<file path="src/rtl/cacheline_adapter.sv">
// Cacheline adapter: one LINE_WIDTH read/write from the arbiter becomes a fixed BEATS-beat memory burst.
// Request-to-burst is 1 cycle and line_resp follows the last pmem_resp by 1 cycle. Memory stalls by withholding pmem_resp.
module cacheline_adapter #(
    parameter int LINE_WIDTH = 256,
    parameter int BEAT_WIDTH = 64
) (
    input  logic                  clk,
    input  logic                  rst,
    input  logic                  line_read,
    input  logic                  line_write,
    input  logic [31:0]           line_address,
    input  logic [LINE_WIDTH-1:0] line_wdata,
    output logic [LINE_WIDTH-1:0] line_rdata,
    output logic                  line_resp,
    output logic                  pmem_read,
    output logic                  pmem_write,
    output logic [31:0]           pmem_address,
    output logic [BEAT_WIDTH-1:0] pmem_wdata,
    input  logic [BEAT_WIDTH-1:0] pmem_rdata,
    input  logic                  pmem_resp
);

    localparam int BEATS = LINE_WIDTH / BEAT_WIDTH;
    localparam int CNT_W = (BEATS > 1) ? $clog2(BEATS) : 1;
    localparam int OFF_W = $clog2(LINE_WIDTH / 8);
    localparam logic [31:0] ALIGN_MASK = ~((32'd1 << OFF_W) - 32'd1);

    typedef enum logic [1:0] {
        IDLE  = 2'd0,
        READ  = 2'd1,
        WRITE = 2'd2,
        DONE  = 2'd3
    } state_t;

    state_t                state_q, state_d;
    logic [CNT_W-1:0]      cnt_q, cnt_d;
    logic [31:0]           addr_q, addr_d;
    logic [LINE_WIDTH-1:0] wbuf_q, wbuf_d;
    logic [LINE_WIDTH-1:0] rbuf_q, rbuf_d;
    logic                  last_beat;
    int                    beat_lsb;

    assign last_beat = (cnt_q == CNT_W'(BEATS - 1));
    assign beat_lsb  = int'(cnt_q) * BEAT_WIDTH;

    always_ff @(posedge clk) begin
        if (rst) begin
            state_q <= IDLE;
            cnt_q   <= '0;
            addr_q  <= '0;
            wbuf_q  <= '0;
            rbuf_q  <= '0;
        end else begin
            state_q <= state_d;
            cnt_q   <= cnt_d;
            addr_q  <= addr_d;
            wbuf_q  <= wbuf_d;
            rbuf_q  <= rbuf_d;
        end
    end

    // Read takes priority if the arbiter ever raises both requests.
    always_comb begin
        state_d = state_q;
        cnt_d   = cnt_q;
        addr_d  = addr_q;
        wbuf_d  = wbuf_q;
        rbuf_d  = rbuf_q;
        case (state_q)
            IDLE: begin
                if (line_read) begin
                    addr_d  = line_address & ALIGN_MASK;
                    cnt_d   = '0;
                    state_d = READ;
                end else if (line_write) begin
                    addr_d  = line_address & ALIGN_MASK;
                    wbuf_d  = line_wdata;
                    cnt_d   = '0;
                    state_d = WRITE;
                end
            end
            READ: begin
                if (pmem_resp) begin
                    rbuf_d[beat_lsb +: BEAT_WIDTH] = pmem_rdata;
                    cnt_d = cnt_q + CNT_W'(1);
                    if (last_beat) begin
                        state_d = DONE;
                    end
                end
            end
            WRITE: begin
                if (pmem_resp) begin
                    cnt_d = cnt_q + CNT_W'(1);
                    if (last_beat) begin
                        state_d = DONE;
                    end
                end
            end
            DONE: begin
                state_d = IDLE;
            end
            default: begin
                state_d = IDLE;
            end
        endcase
    end

    // Outputs come only from registered state so memory inputs never reach them combinationally.
    always_comb begin
        pmem_read    = (state_q == READ);
        pmem_write   = (state_q == WRITE);
        pmem_address = '0;
        pmem_wdata   = '0;
        line_resp    = (state_q == DONE);
        line_rdata   = rbuf_q;
        if (state_q == READ || state_q == WRITE) begin
            pmem_address = addr_q;
        end
        if (state_q == WRITE) begin
            pmem_wdata = wbuf_q[beat_lsb +: BEAT_WIDTH];
        end
    end

endmodule

</file>
<file path="config.mk">
export PLATFORM = sky130hd
export DESIGN_NAME = cacheline_adapter
export DESIGN_NICKNAME = d
export VERILOG_FILES = /design/src/rtl/cacheline_adapter.sv
export SDC_FILE = /design/constraint.sdc
export NUM_CORES = 1
export LEC_CHECK = 0
export CORE_AREA = 2 2 278 280
export DETAILED_ROUTE_END_ITERATION = 7
export DIE_AREA = 0 0 280 282
export GPL_TIMING_DRIVEN = 0
export HOLD_SLACK_MARGIN = 0.05
export PLACE_DENSITY = 0.6
export RECOVER_POWER = 50
export SYNTH_ARGS = -nofsm -noshare
export SYNTH_HDL_FRONTEND = slang
export SYNTH_SLANG_ARGS = --single-unit
</file>
<file path="constraint.sdc">
create_clock -name clk -period 3.64 [get_ports clk]
set_input_delay 0.728 -clock clk [delete_from_list [all_inputs] [get_ports clk]]
set_output_delay 0.728 -clock clk [all_outputs]
set_load 0.02 [all_outputs]
</file>
==> flow_metrics.env <==
export IMPL_setup_viol=0
export IMPL_syn_to_final_growth_pct=49.3
export IMPL_multi_input_area_um2=9360
export IMPL_syn_area_um2=21300
export IMPL_fin_crit_sh_pct=97.0
export IMPL_arrival_ps=2800
export IMPL_cts_reportedPaths_clkPinSlew_ps=60
export IMPL_p_int_mw=12.2
export IMPL_tightest_slew_ps=1190
export IMPL_avgRoutedWirePerCell_um=23.2
export IMPL_clock_skew_ps=16.7
export IMPL_syn_inst=2423
export IMPL_fp_dieH_um=282
export IMPL_cts_sinks=543
export IMPL_drc=0
export IMPL_worstPathCellList="buf_1 -> mux4_2 -> and2_1 -> clkdlybuf4s50_1"
export IMPL_status="finished, final reports clean"
export IMPL_max_freq_mhz=283
export IMPL_synth_simple_area_share_pct=20.4
export IMPL_regArea_um2=10900
export IMPL_via_per_inst=4.99
export IMPL_synth_top_family_by_area="simple AND/OR/NAND/NOR gates"
export IMPL_nets=3560
export IMPL_synth_most_common_cell="nand2_1"
export IMPL_post_dp_cell_area_um2=29500
export IMPL_ys_warnings_count=0
export IMPL_pre_cts_slack_ps=-390
export IMPL_holdPathStages=2
export IMPL_vias=21100
export IMPL_core_um2=75700
export IMPL_end_kind="output pin"
export IMPL_synthAdderAreaFrac_pct=0.765
export IMPL_grt_pass1_vias=20500
export IMPL_gr_total_overflow=0
export IMPL_p_sw_mw=5.67
export IMPL_synthTopCellsByArea="dfxtp_1, nand2_1, a21oi_1, mux4_2, a32oi_1"
export IMPL_p_sw_share_pct=31.8
export IMPL_relSlewSlack_pct=20.7
export IMPL_h_tree_depth=2
export IMPL_finalSetupTns_ps=0
export IMPL_stdcell_count=4229
export IMPL_grt_max_degree=16
export IMPL_synth_compound_area_share_pct=16.0
export IMPL_antenna_left=0
export IMPL_cts_tree="done"
export IMPL_powerDensity_nw_per_um2=562
export IMPL_path_buf_inv=2
export IMPL_globalRouteTotalUtil_pct=23.7
export IMPL_post_cts_setup_buffers=0
export IMPL_syn_area_per_cell_um2=8.78
export IMPL_num_rows=101
export IMPL_final_area_um2=31800
export IMPL_ys_seq_area_share_pct=51.1
export IMPL_crit_required_ps=2910
export IMPL_synth_edf_count=0
export IMPL_netlist_cell_type_count=40
export IMPL_drive_above_1_share_pct=7.67
export IMPL_io_pins=712
export IMPL_fp_dieW_um=280
export IMPL_port_buffers=701
export IMPL_worst_r2r_path_depth=9
export IMPL_synth_ff_type="dfxtp_1"
export IMPL_cp_max_fo=10
export IMPL_cts_made_buffers=60
export IMPL_drt_first_pass_iters=5
export IMPL_antenna_found_initial=19
export IMPL_hold_viol_final=0
export IMPL_worst_path_max_delay_cell="clkdlybuf4s50_1"
export IMPL_cap_violations=0
export IMPL_synth_xor_area_share_pct=0
export IMPL_synth_top_area_share_pct=51.1
export IMPL_crit_type="flip-flop to output pin"
export IMPL_final_max_slew_violation_count=0
export IMPL_peakVddDrop_mv=0.341
export IMPL_seq_power_share_pct=37.3
export IMPL_grt_pass1_wl_um=138000
export IMPL_pwr_share_comb_pct=24.9
export IMPL_die_area_um2=79000
export IMPL_place_congestion=0.898
export IMPL_dp_hpwl_um=75100
export IMPL_cp_slowest_stage_delay_ps=580
export IMPL_setup_slack_ps=110
export IMPL_clockBufferDepth=3
export IMPL_hold_path_class="flip-flop to flip-flop"
export IMPL_synthMuxAreaShare_pct=6.78
export IMPL_drt_iter0_markers=1505
export IMPL_async_flop_share_pct=0
export IMPL_start_util_pct=28.1
export IMPL_cts_root_buf="clkbuf_16"
export IMPL_netlist_top_cells_count="nand2_1, dfxtp_1, a21oi_1"
export IMPL_cp_top_family="buffers and inverters"
export IMPL_postCtsHoldBufs=0
export IMPL_clkLatencyLatePin_ps=620
export IMPL_p_clk_share_pct=37.8
export IMPL_fillers=7660
export IMPL_min_period_ps=3530
export IMPL_yosys_area_top_type="dfxtp_1"
export IMPL_leakage_nw=12.1
export IMPL_ys_seq_elements=543
export IMPL_drt_total_wl_um=98200
export IMPL_place_inst=4107
export IMPL_crit_cells=4
export IMPL_start_kind="flip-flop"
==> per-layer routing <==
layer | wire length, µm | share of wire, % | track usage, % | up-vias
li1 | - | - | - | 9923
met5 | 25 | 0.025 | 0 | -
met3 | 6680 | 6.8 | 4.77 | 184
met4 | 3630 | 3.7 | 9.75 | 4
met2 | 46500 | 47 | 38.7 | 806
met1 | 41400 | 42 | 30.7 | 10200
==> area by class of cell <==
| type | instances | area share (%) |
|---|---|---|
| Sequential cell | 543 | 34.2 |
| Tap cell | 978 | 3.85 |
| Antenna cell | 17 | 0.134 |
| Buffer | 230 | 3.36 |
| Clock buffer | 83 | 5.38 |
| Multi-Input combinational cell | 1647 | 29.5 |
| Clock inverter | 23 | 1.41 |
| Timing Repair Buffer | 702 | 22.1 |
| Inverter | 6 | 0.0709 |
==> worst min-delay path, cell delays in order (launching register included) <==
cell	delay, ps
dfxtp_1	300
nand2_1	50
a21oi_1	50
==> layout by cell type, fill, tap and decap left out, types with 3 or more instances in the layout <==
| cell type | n |
|---|---|
| a21oi_1 | 385 |
| a31o_1 | 20 |
| a31o_2 | 18 |
| a32o_1 | 26 |
| a32oi_1 | 90 |
| and2_1 | 92 |
| and3_1 | 41 |
| buf_1 | 16 |
| buf_2 | 27 |
| buf_4 | 14 |
| buf_6 | 12 |
| bufinv_16 | 12 |
| clkbuf_1 | 162 |
| clkbuf_16 | 61 |
| clkbuf_2 | 9 |
| clkbuf_8 | 10 |
| clkdlybuf4s50_1 | 426 |
| clkinv_2 | 3 |
| conb_1 | 5 |
| dfxtp_1 | 541 |
| diode_2 | 17 |
| dlygate4sd2_1 | 18 |
| dlygate4sd3_1 | 257 |
| ha_1 | 12 |
| inv_1 | 6 |
| inv_6 | 4 |
| mux4_2 | 64 |
| nand2_1 | 670 |
| nand3_1 | 107 |
| nor2_1 | 90 |
| o21ai_0 | 4 |
==> flip-flops by register name, indices dropped and copies added, names as in the netlist <==
name and cells:
addr_q 27, cnt_q 2, line_rdata 256, state_q 2, wbuf_q 256
==> worst paths after layout <==
| kind | slack, ps | from | to |
|---|---|---|---|
| max | 110 | cnt_q[1] | pmem_wdata[23] |
| min | 450 | addr_q[12] | addr_q[12] |
| max reg2reg | 230 | cnt_q[1] | line_rdata[4] |
| min reg2reg | 450 | addr_q[12] | addr_q[12] |
==> power groups by stage <==
stage / clock network, mW / registers (mW) / logic, mW
floorplan: 0 / 6.78 / 2.42
global placement: 0 / 6.77 / 4.42
detailed placement: 0 / 6.78 / 4.44
CTS: 6.85 / 6.65 / 4.50
global route: 7.08 / 6.70 / 4.82
finish: 6.75 / 6.65 / 4.44
==> metrics by stage <==
stage	hold WS (ps)	total power [mW]	utilization, %
global route	460	18.6	41.9
detailed placement	442	11.2	39.0
global placement	437	11.2	39.0
finish	447	17.8	42.0
CTS	449	18.0	41.9
floorplan	432	9.20	-
==> kinds of logic (layout without fill, tap and decap cells) <==
family | Yosys count | count (layout)
fa+ha+maj | 13 | 13
simple gates | 1013 | 1013
other cells | 1 | 22
flops | 543 | 543
mux | 64 | 64
buf+inv | 237 | 1044
compound gates | 552 | 552
==> repair_timing <==
action                     CTS  global route
hold endpoints to repair     0             0
gates cloned                 0             0
gates resized for setup     41            12
setup endpoints to repair  232            29
Power figures use the tool's default switching activity.
